`config.mk`:
```
export PLATFORM = sky130hd
export DESIGN_NAME = seven_segment_decoder_flat
export DESIGN_NICKNAME = d
export VERILOG_FILES = /design/src/rtl/seven_segment_pkg.sv /design/src/rtl/seven_segment_decoder_if.sv /design/src/rtl/seven_segment_lut.sv /design/src/rtl/seven_segment_decoder.sv /design/src/flat_wrapper.sv
export SDC_FILE = /design/constraint.sdc
export NUM_CORES = 1
export LEC_CHECK = 0
export CORE_AREA = 2 2 39 41
export DETAILED_ROUTE_END_ITERATION = 8
export DIE_AREA = 0 0 41 43
export PLACE_DENSITY = 0.64
export SYNTH_ARGS = -nofsm -noshare
export SYNTH_HDL_FRONTEND = slang
export SYNTH_SLANG_ARGS = --single-unit
```
`constraint.sdc`:
```
create_clock -name clk -period 1.3 [get_ports clk]
set_input_delay 0.195 -clock clk [delete_from_list [all_inputs] [get_ports clk]]
set_output_delay 0.195 -clock clk [all_outputs]
set_load 0.02 [all_outputs]
```
`src/rtl/seven_segment_pkg.sv`:
```
// rtl/seven_segment_pkg.sv - segment pattern constants and types for the seven-segment decoder
// Purpose: shared segment-vector type, lit patterns for 0-9 and A-F, blank, polarity helper.
// Ports: none (package).
package seven_segment_pkg;

    // Segment vector, bit order a..g with a in the MSB.
    typedef logic [6:0] seg_t;

    localparam seg_t SEG_0     = 7'b1111110;
    localparam seg_t SEG_1     = 7'b0110000;
    localparam seg_t SEG_2     = 7'b1101101;
    localparam seg_t SEG_3     = 7'b1111001;
    localparam seg_t SEG_4     = 7'b0110011;
    localparam seg_t SEG_5     = 7'b1011011;
    localparam seg_t SEG_6     = 7'b1011111;
    localparam seg_t SEG_7     = 7'b1110000;
    localparam seg_t SEG_8     = 7'b1111111;
    localparam seg_t SEG_9     = 7'b1111011;
    localparam seg_t SEG_A     = 7'b1110111;
    localparam seg_t SEG_B     = 7'b0011111;
    localparam seg_t SEG_C     = 7'b1001110;
    localparam seg_t SEG_D     = 7'b0111101;
    localparam seg_t SEG_E     = 7'b1001111;
    localparam seg_t SEG_F     = 7'b1000111;
    localparam seg_t SEG_BLANK = 7'b0000000;

    // Common-anode displays want every segment inverted, blank included.
    function automatic seg_t apply_polarity(input seg_t pattern, input bit active_low);
        return active_low ? ~pattern : pattern;
    endfunction

endpackage

```
`src/rtl/seven_segment_decoder_if.sv`:
```
// rtl/seven_segment_decoder_if.sv - code-in / segments-out bundle for the seven-segment decoder
// Purpose: groups the 4 code bits and the 7 segment outputs.
// Signals: x0 (code MSB) .. x3 (code LSB); a..g segment enables.
// Modports: master drives the code and reads segments; slave is the decoder side.
interface seven_segment_decoder_if;

    logic x0;
    logic x1;
    logic x2;
    logic x3;
    logic a;
    logic b;
    logic c;
    logic d;
    logic e;
    logic f;
    logic g;

    modport master (
        output x0, x1, x2, x3,
        input  a, b, c, d, e, f, g
    );

    modport slave (
        input  x0, x1, x2, x3,
        output a, b, c, d, e, f, g
    );

endinterface

```
`src/rtl/seven_segment_lut.sv`:
```
// rtl/seven_segment_lut.sv - combinational code-to-segment lookup
// Purpose: maps a 4-bit code to an unregistered lit pattern (a..g, active-high).
// Ports: code (4-bit, in), hex_en (in, 1 = show A-F for 10-15), pattern (7-bit, out).
module seven_segment_lut
    import seven_segment_pkg::*;
(
    input  logic [3:0] code,
    input  logic       hex_en,
    output seg_t       pattern
);

    // Case items compare exactly, so a code carrying X/Z matches nothing
    // and falls to the default blank rather than propagating X.
    always_comb begin
        pattern = SEG_BLANK;
        case (code)
            4'd0:    pattern = SEG_0;
            4'd1:    pattern = SEG_1;
            4'd2:    pattern = SEG_2;
            4'd3:    pattern = SEG_3;
            4'd4:    pattern = SEG_4;
            4'd5:    pattern = SEG_5;
            4'd6:    pattern = SEG_6;
            4'd7:    pattern = SEG_7;
            4'd8:    pattern = SEG_8;
            4'd9:    pattern = SEG_9;
            4'd10:   pattern = hex_en ? SEG_A : SEG_BLANK;
            4'd11:   pattern = hex_en ? SEG_B : SEG_BLANK;
            4'd12:   pattern = hex_en ? SEG_C : SEG_BLANK;
            4'd13:   pattern = hex_en ? SEG_D : SEG_BLANK;
            4'd14:   pattern = hex_en ? SEG_E : SEG_BLANK;
            4'd15:   pattern = hex_en ? SEG_F : SEG_BLANK;
            default: pattern = SEG_BLANK;
        endcase
    end

endmodule

```
`src/rtl/seven_segment_decoder.sv`:
```
// rtl/seven_segment_decoder.sv - registered BCD/hex to seven-segment decoder
// Purpose: decodes {x0,x1,x2,x3} into registered segment enables, one cycle latency.
// Ports: clk (rising edge), rst (sync, active-high), bus (slave: x0..x3 in, a..g out).
// Parameters: ACTIVE_LOW (1 = invert all segments), HEX_EN (1 = show A-F for 10-15).
module seven_segment_decoder
    import seven_segment_pkg::*;
#(
    parameter bit ACTIVE_LOW = 1'b0,
    parameter bit HEX_EN     = 1'b0
)
(
    input  logic                        clk,
    input  logic                        rst,
    seven_segment_decoder_if.slave      bus
);

    localparam seg_t SEG_UNLIT = apply_polarity(SEG_BLANK, ACTIVE_LOW);

    logic [3:0] code;
    seg_t       pattern;
    seg_t       seg_d;
    seg_t       seg_q;

    assign code = {bus.x0, bus.x1, bus.x2, bus.x3};

    seven_segment_lut u_lut (
        .code    (code),
        .hex_en  (HEX_EN),
        .pattern (pattern)
    );

    always_comb begin
        seg_d = apply_polarity(pattern, ACTIVE_LOW);
    end

    always_ff @(posedge clk) begin
        if (rst) begin
            seg_q <= SEG_UNLIT;
        end else begin
            seg_q <= seg_d;
        end
    end

    assign bus.a = seg_q[6];
    assign bus.b = seg_q[5];
    assign bus.c = seg_q[4];
    assign bus.d = seg_q[3];
    assign bus.e = seg_q[2];
    assign bus.f = seg_q[1];
    assign bus.g = seg_q[0];

endmodule

```
`src/flat_wrapper.sv`:
```
// flat-port wrapper written by rule: the top's interface ports become plain ports
module seven_segment_decoder_flat import seven_segment_pkg::*;
#(
    parameter bit ACTIVE_LOW = 1'b0,
    parameter bit HEX_EN     = 1'b0
)
  (clk, rst, bus_x0, bus_x1, bus_x2, bus_x3, bus_a, bus_b, bus_c, bus_d, bus_e, bus_f, bus_g);
  seven_segment_decoder_if bus_i ();
  input  logic clk;
  input  logic rst;
  input wire logic [$bits(bus_i.x0)-1:0] bus_x0;
  input wire logic [$bits(bus_i.x1)-1:0] bus_x1;
  input wire logic [$bits(bus_i.x2)-1:0] bus_x2;
  input wire logic [$bits(bus_i.x3)-1:0] bus_x3;
  output wire logic [$bits(bus_i.a)-1:0] bus_a;
  output wire logic [$bits(bus_i.b)-1:0] bus_b;
  output wire logic [$bits(bus_i.c)-1:0] bus_c;
  output wire logic [$bits(bus_i.d)-1:0] bus_d;
  output wire logic [$bits(bus_i.e)-1:0] bus_e;
  output wire logic [$bits(bus_i.f)-1:0] bus_f;
  output wire logic [$bits(bus_i.g)-1:0] bus_g;
  assign bus_i.x0 = bus_x0;
  assign bus_i.x1 = bus_x1;
  assign bus_i.x2 = bus_x2;
  assign bus_i.x3 = bus_x3;
  assign bus_a = bus_i.a;
  assign bus_b = bus_i.b;
  assign bus_c = bus_i.c;
  assign bus_d = bus_i.d;
  assign bus_e = bus_i.e;
  assign bus_f = bus_i.f;
  assign bus_g = bus_i.g;
  seven_segment_decoder #(.ACTIVE_LOW(ACTIVE_LOW), .HEX_EN(HEX_EN)) u_core (.clk(clk), .rst(rst), .bus(bus_i));
endmodule
```
==> out/qor.json, run 1 <==
{
  "die_width": {"value": 41, "unit": "microns"},
  "cts.sinks": {"value": 7},
  "netlist_top_cells_area": {"value": "dfxtp_1 39%, buf_6 9.3%, a21o_1 8.3%"},
  "crit_fanout": {"value": 1},
  "final_global_route_overflow_total": {"value": 0},
  "registers.top_by_ff_count": {"value": "u_core.seg_q"},
  "largest_register_ffs": {"value": 7},
  "core": {"value": 1384, "unit": "sq um"},
  "antenna-diode-count": {"value": 0},
  "clock_tree.htree_level_count": {"value": 1},
  "routed_wirelength": {"value": 674, "unit": "microns"},
  "cap_viol_max_count": {"value": 0},
  "tritoncts": {"value": "done"},
  "drt-initial-drc-count": {"value": 1},
  "max_freq": {"value": 0.9315, "unit": "GHz"},
  "path_buf_inv": {"value": 1},
  "row_count": {"value": 14},
  "num_io_pins": {"value": 13},
  "detailedPlacementHpwl": {"value": 487.8, "unit": "microns"},
  "yosys_warnings": {"value": 0},
  "synth-seq-area-share": {"value": 0.3862},
  "setup_viol_count_final": {"value": 0},
  "synth_largest_area_cell": {"value": "dfxtp_1"},
  "startpoint_type": {"value": "register"},
  "rsz0062_at_grt": {"value": "no"},
  "largest_net_degree_at_the_start_of_global_routing": {"value": 15},
  "leakage": {"value": 0.2558, "unit": "nW"},
  "power_frac_seq": {"value": 0.413},
  "antenna_found_initial": {"value": 0},
  "synth_commonest_cells": {"value": "7 x dfxtp_1, 4 x a21o_1, 4 x nor2_1"},
  "drt.antenna.violating_nets": {"value": 0},
  "routed_wl_met2": {"value": 278, "unit": "microns"},
  "timing.slew.headroom": {"value": 0.8680},
  "cts_buffers": {"value": 3},
  "outcome": {"value": "finished clean"},
  "whs": {"value": 612.6, "unit": "ps"},
  "cp_data_required_time": {"value": 1110, "unit": "ps"},
  "fp.dieArea": {"value": 1763, "unit": "sq um"},
  "global_route_wire_length_before_repair": {"value": 966, "unit": "microns"},
  "avgViaCountPerCell": {"value": 4.500},
  "p_per_area": {"value": 1042, "unit": "nW/um^2"},
  "post-route-util": {"value": 0.3897},
  "power_frac_clock": {"value": 0.354},
  "port-buffer-count": {"value": 12},
  "syn_area_per_cell": {"value": 9.549, "unit": "sq um"},
  "gp_routability_congestion": {"value": 0.7221},
  "wl_met1": {"value": 328, "unit": "microns"},
  "grt_pass1_vias": {"value": 240},
  "worst_path_dominant_cell_family": {"value": "buffers and inverters"},
  "final-max-slew-violation-count": {"value": 0},
  "timing.final.crit_share": {"value": 0.8258},
  "setup_ws": {"value": 226.5, "unit": "ps"},
  "worstSetupEndpointType": {"value": "primary output"},
  "largest_registers": {"value": "u_core.seg_q x7"},
  "clk_pin_slew": {"value": 50, "unit": "ps"},
  "period_needed": {"value": 1074, "unit": "ps"},
  "yosysMostFrequentCell": {"value": "dfxtp_1"},
  "timing.critical_path.cells": {"value": "dlygate4sd2_1"},
  "finish.net_count": {"value": 65},
  "preCtsSetupSlack": {"value": -24.56, "unit": "ps"},
  "internal-power": {"value": 0.4120, "unit": "mW"},
  "endpoints_failing_hold": {"value": 0},
  "post_drt_wl_per_cell": {"value": 9.108, "unit": "microns"},
  "dr.pass1.iters": {"value": 4},
  "cts-root-to-sink-buffers": {"value": 2},
  "power.share.switching": {"value": 0.2667},
  "power.combinational.fraction": {"value": 0.234},
  "fraction_of_layout_instances_using_a_drive_strength_above_1": {"value": 0.2586},
  "residual_drc": {"value": 0},
  "start_util": {"value": 0.2622},
  "synth_area": {"value": 362.8, "unit": "sq um"},
  "worst_ir_drop_vdd": {"value": 0.2001, "unit": "mV"},
  "floorplan.die.height": {"value": 43, "unit": "microns"},
  "min_path_type": {"value": "primary input to register"},
  "mappedNetlistNets": {"value": 44},
  "timing.critical_path.arrival": {"value": 880, "unit": "ps"},
  "fillCellCount": {"value": 149},
  "area.growth.synth_to_final": {"value": 48.62, "unit": "%"},
  "yosysUniqueCellTypes": {"value": 18},
  "ys.flop_type": {"value": "dfxtp_1"},
  "postSynthRegisterBits": {"value": 7},
  "cp_slowest_cell": {"value": "dlygate4sd2_1"},
  "critical_path.max_stage_delay": {"value": 320, "unit": "ps"},
  "met3WireLength": {"value": 33, "unit": "microns"},
  "power.net_switching": {"value": 0.1499, "unit": "mW"},
  "top_signal_layer_used": {"value": "met4"},
  "routed-via-count": {"value": 333},
  "tightest_slew": {"value": 197.4, "unit": "ps"},
  "criticalPathCategory": {"value": "register to primary output"},
  "synth_edf_count": {"value": 0},
  "synth_top_area_frac": {"value": 0.3862},
  "syn_inst": {"value": 38},
  "globalRouteTotalUtil": {"value": 0.08600},
  "async_reset_ff_frac": {"value": 0},
  "ctsRootBufferMaster": {"value": "clkbuf_4"}
}
-- kinds of logic (layout without fill, tap and decap cells) --
group	Yosys count	after routing	share of synthesized area
compound gates	16	16	0.3482
flops	7	7	0.3862
buf+inv	5	25	0.1241
simple gates	10	10	0.1414
-- area by class of cell --
class                   count  area [sq um]  area share
repair buffers             20         171.4      0.3179
well taps                  16         20.02     0.03712
flip-flops and latches      7         140.1      0.2599
clock buffers               4         26.28     0.04872
multi-input cells          26         177.7      0.3295
inverters                   1         3.754    0.006961
-- per-layer routing --
| layer | up-vias | track usage |
|---|---|---|
| li1 | 173 | - |
| met1 | 146 | 0.1048 |
| met2 | 10 | 0.1000 |
| met3 | 4 | 0.01571 |
| met4 | 0 | 0.1200 |
| met5 | - | 0 |
-- power by group through the flow --
| stage | combinational (mW) | sequential (mW) | clock, mW |
|---|---|---|---|
| after global placement | 0.141 | 0.237 | 0 |
| after floorplan | 0.0614 | 0.257 | 0 |
| final | 0.131 | 0.232 | 0.199 |
| after CTS | 0.133 | 0.232 | 0.207 |
| after detailed placement | 0.142 | 0.237 | 0 |
| after global routing | 0.142 | 0.233 | 0.213 |
-- per-stage QoR --
| step | power [mW] | cell area (sq um) | instances | TNS (ps) |
|---|---|---|---|---|
| floorplan | 0.3182 | 362.8 | 38 | 0 |
| global placement | 0.3784 | 521.8 | 70 | -44.60 |
| detailed placement | 0.3796 | 521.8 | 70 | -45.21 |
| CTS | 0.5715 | 539.3 | 74 | 0 |
| global route | 0.5887 | 539.3 | 74 | 0 |
| finish | 0.5618 | 539.3 | 74 | 0 |
-- final timing paths --
check	from	to	slack, ps	cells past startpoint
max	u_core.seg_q[6]$_SDFF_PP0_	bus_a	230	1
min	rst	u_core.seg_q[3]$_SDFF_PP0_	610	2
-- placed cells by master (no fill, tap or decap), drive strengths merged --
cell | Yosys | final
inv | 1 | 1
nor2 | 4 | 4
o32a | 1 | 1
a21oi | 3 | 3
nor3 | 1 | 1
o22a | 1 | 1
dfxtp | 7 | 7
a21o | 4 | 4
nand2 | 2 | 2
clkbuf | 0 | 4
dlygate4sd2 | 0 | 7
a211oi | 2 | 2
nor2b | 1 | 1
o21ai | 3 | 3
nand2b | 2 | 2
clkdlybuf4s50 | 0 | 5
a221oi | 1 | 1
o21bai | 1 | 1
buf | 4 | 8
-- timing repair --
item	CTS	global route
resized for setup	7	0
hold buffers	0	0
setup endpoints to repair	7	0
buffers inserted	0	0
(Power assumes the default switching activity.)
==> run 2, diff against run 1 <==
PLACE_DENSITY = 0.66   (was 0.64)
clock period = 0.9 ns   (was 1.3 ns; I/O delays follow)
==> out/qor.json, run 2 (same netlist as run 1, synthesis figures left out) <==
{
  "outcome": {"value": "finished clean"},
  "worst_setup_path_startpoint": {"value": "rst"},
  "setup_viol_count_final": {"value": 0, "change": "unchanged"},
  "met3WireLength": {"value": 38, "unit": "microns", "change": "+15%"},
  "tritoncts": {"value": "done"},
  "largest_registers": {"value": "u_core.seg_q x7"},
  "routed-via-count": {"value": 336, "change": "+0.90%"},
  "startpoint_type": {"value": "primary input"},
  "clock_tree.htree_level_count": {"value": 1, "change": "unchanged"},
  "clk_pin_slew": {"value": 50, "unit": "ps", "change": "about the same"},
  "start_util": {"value": 0.2622, "change": "unchanged"},
  "criticalPathCategory": {"value": "primary input to register"},
  "largest_register_ffs": {"value": 7, "change": "unchanged"},
  "final-max-slew-violation-count": {"value": 0, "change": "unchanged"},
  "top_signal_layer_used": {"value": "met4"},
  "worstSetupEndpointType": {"value": "register"},
  "floorplan.die.height": {"value": 43, "unit": "microns", "change": "unchanged"},
  "power_frac_clock": {"value": 0.351, "change": "-0.003"},
  "area.growth.synth_to_final": {"value": 46.90, "unit": "%"},
  "wl_met1": {"value": 394, "unit": "microns", "change": "+20%"},
  "routed_wirelength": {"value": 776, "unit": "microns", "change": "+15%"},
  "cts-root-to-sink-buffers": {"value": 2, "change": "unchanged"},
  "tightest_slew": {"value": 334.4, "unit": "ps", "change": "+137.0 ps"},
  "die_width": {"value": 41, "unit": "microns", "change": "unchanged"},
  "cts_buffers": {"value": 3, "change": "unchanged"},
  "fillCellCount": {"value": 147, "change": "-1.3%"},
  "whs": {"value": 370.7, "unit": "ps", "change": "-241.9 ps"},
  "layout.cells.most_common_list": {"value": "9 x buf_4, 8 x buf_2, 7 x dfxtp_1, 4 x a21o_1, 4 x nor2_1"},
  "endpoints_failing_hold": {"value": 0, "change": "unchanged"},
  "ctsHoldBuffers": {"value": 0, "change": "unchanged"},
  "post-route-util": {"value": 0.3852, "change": "-0.004521"},
  "totalPowerFinal": {"value": 0.8120, "unit": "mW", "change": "+45%"},
  "largest_net_degree_at_the_start_of_global_routing": {"value": 12, "change": "-3"},
  "crit_fanout": {"value": 4, "change": "+3"},
  "place.detailed.instances": {"value": 71, "change": "+1.4%"},
  "timing.final.crit_share": {"value": 0.9397},
  "period_needed": {"value": 845.7, "unit": "ps"},
  "cts.sinks": {"value": 7, "change": "unchanged"},
  "worst_ir_drop_vdd": {"value": 0.3838, "unit": "mV", "change": "+92%"},
  "cp_data_required_time": {"value": 1070, "unit": "ps", "change": "-40 ps"},
  "fraction_of_layout_instances_using_a_drive_strength_above_1": {"value": 0.4098, "change": "+0.1512"},
  "post_route_non_filler_standard_cell_count": {"value": 77, "change": "+4.1%"},
  "registers.top_by_ff_count": {"value": "u_core.seg_q"},
  "fp.dieArea": {"value": 1763, "unit": "sq um", "change": "unchanged"},
  "routed_wl_met2": {"value": 328, "unit": "microns", "change": "+18%"},
  "min_path_type": {"value": "primary input to register"},
  "antenna-diode-count": {"value": 0, "change": "unchanged"},
  "antenna_found_initial": {"value": 0, "change": "unchanged"},
  "power.share.switching": {"value": 0.2712, "change": "+0.004487"},
  "detailedPlacementHpwl": {"value": 536.1, "unit": "microns", "change": "+9.9%"},
  "gp_routability_congestion": {"value": 0.7126, "change": "-1.3%"},
  "power.net_switching": {"value": 0.2202, "unit": "mW", "change": "+47%"},
  "dr.pass1.iters": {"value": 3, "change": "-1"},
  "global_route_wire_length_before_repair": {"value": 1276, "unit": "microns", "change": "+32%"},
  "final_global_route_overflow_total": {"value": 0, "change": "unchanged"},
  "internal-power": {"value": 0.5918, "unit": "mW", "change": "+44%"},
  "power.combinational.fraction": {"value": 0.236, "change": "+0.002"},
  "power_frac_seq": {"value": 0.413, "change": "about the same"},
  "leakage": {"value": 0.2608, "unit": "nW", "change": "+1.9%"},
  "post_drt_wl_per_cell": {"value": 10.08, "unit": "microns", "change": "+11%"},
  "finish.net_count": {"value": 68, "change": "+4.6%"},
  "num_io_pins": {"value": 13, "change": "unchanged"},
  "drt.antenna.violating_nets": {"value": 0, "change": "unchanged"},
  "timing.slew.headroom": {"value": 0.7771, "change": "-0.09095"},
  "mostFrequentLayoutCell": {"value": "buf_4"},
  "ctsRootBufferMaster": {"value": "clkbuf_4"},
  "row_count": {"value": 14, "change": "unchanged"},
  "avgViaCountPerCell": {"value": 4.364, "change": "-3.0%"},
  "finalSetupTns": {"value": 0, "unit": "ps", "change": "unchanged"},
  "port-buffer-count": {"value": 12, "change": "unchanged"},
  "grt_pass1_vias": {"value": 304, "change": "+27%"},
  "cap_viol_max_count": {"value": 0, "change": "unchanged"},
  "drt-initial-drc-count": {"value": 3, "change": "+2"},
  "globalRouteTotalUtil": {"value": 0.1082, "change": "+0.02222"},
  "hp-start": {"value": "bus_x3"},
  "max_freq": {"value": 1.182, "unit": "GHz"},
  "rsz0062_at_grt": {"value": "no"},
  "timing.critical_path.arrival": {"value": 1020, "unit": "ps", "change": "+140 ps"},
  "p_per_area": {"value": 1523, "unit": "nW/um^2", "change": "+46%"},
  "core": {"value": 1384, "unit": "sq um", "change": "unchanged"},
  "residual_drc": {"value": 0, "change": "unchanged"}
}
run 2: cell count changes in the layout (fill, tap and decap cells not counted), sizes merged:
cell	change
dlygate4sd2	-4
clkdlybuf4s50	-4
clkdlybuf4s15	+1
buf	+10
run 2: power by group through the flow:
stage               Combinational, mW  Sequential, mW  Clock (mW)
finish                          0.192           0.335       0.285
global route                    0.208           0.338       0.318
CTS                             0.192           0.336       0.300
detailed placement              0.209           0.343           0
global placement                0.208           0.343           0
floorplan                      0.0887           0.371           0
run 2: metal layers:
layer  vias up  global-route usage
li1        181                   -
met1       145              0.1629
met2         8              0.1219
met3         2             0.01571
met4         0              0.1000
met5         -                   0
run 2: cell type report:
type | count | area, sq um | area share
Clock buffer | 4 | 26.28 | 0.04930
Sequential cell | 7 | 140.1 | 0.2629
Multi-Input combinational cell | 26 | 177.7 | 0.3333
Tap cell | 16 | 20.02 | 0.03756
Timing Repair Buffer | 23 | 165.2 | 0.3099
Inverter | 1 | 3.754 | 0.007042
run 2: through the flow:
| stage | worst slack, ps | area [sq um] |
|---|---|---|
| finish | 54.29 | 533.0 |
| global route | 14.98 | 533.0 |
| CTS | 41.08 | 531.8 |
| detailed placement | -461.5 | 529.3 |
| global placement | -428.9 | 529.3 |
| floorplan | 133.9 | 362.8 |
run 2: what timing repair did:
item | in CTS | in global routing
gates cloned | 1 | 0
setup endpoints to repair | 14 | 1
gates resized for setup | 33 | 1
buffers inserted | 1 | 0
run 2: path summary, 6_finish.rpt:
path	to	depth (start not counted)
min	u_core.seg_q[3]$_SDFF_PP0_	3
max	u_core.seg_q[0]$_SDFF_PP0_	3
run 2: worst max-delay path: stages:
cell	delay, ps
clkdlybuf4s50_1	490
a21o_1	220
a211oi_2	180
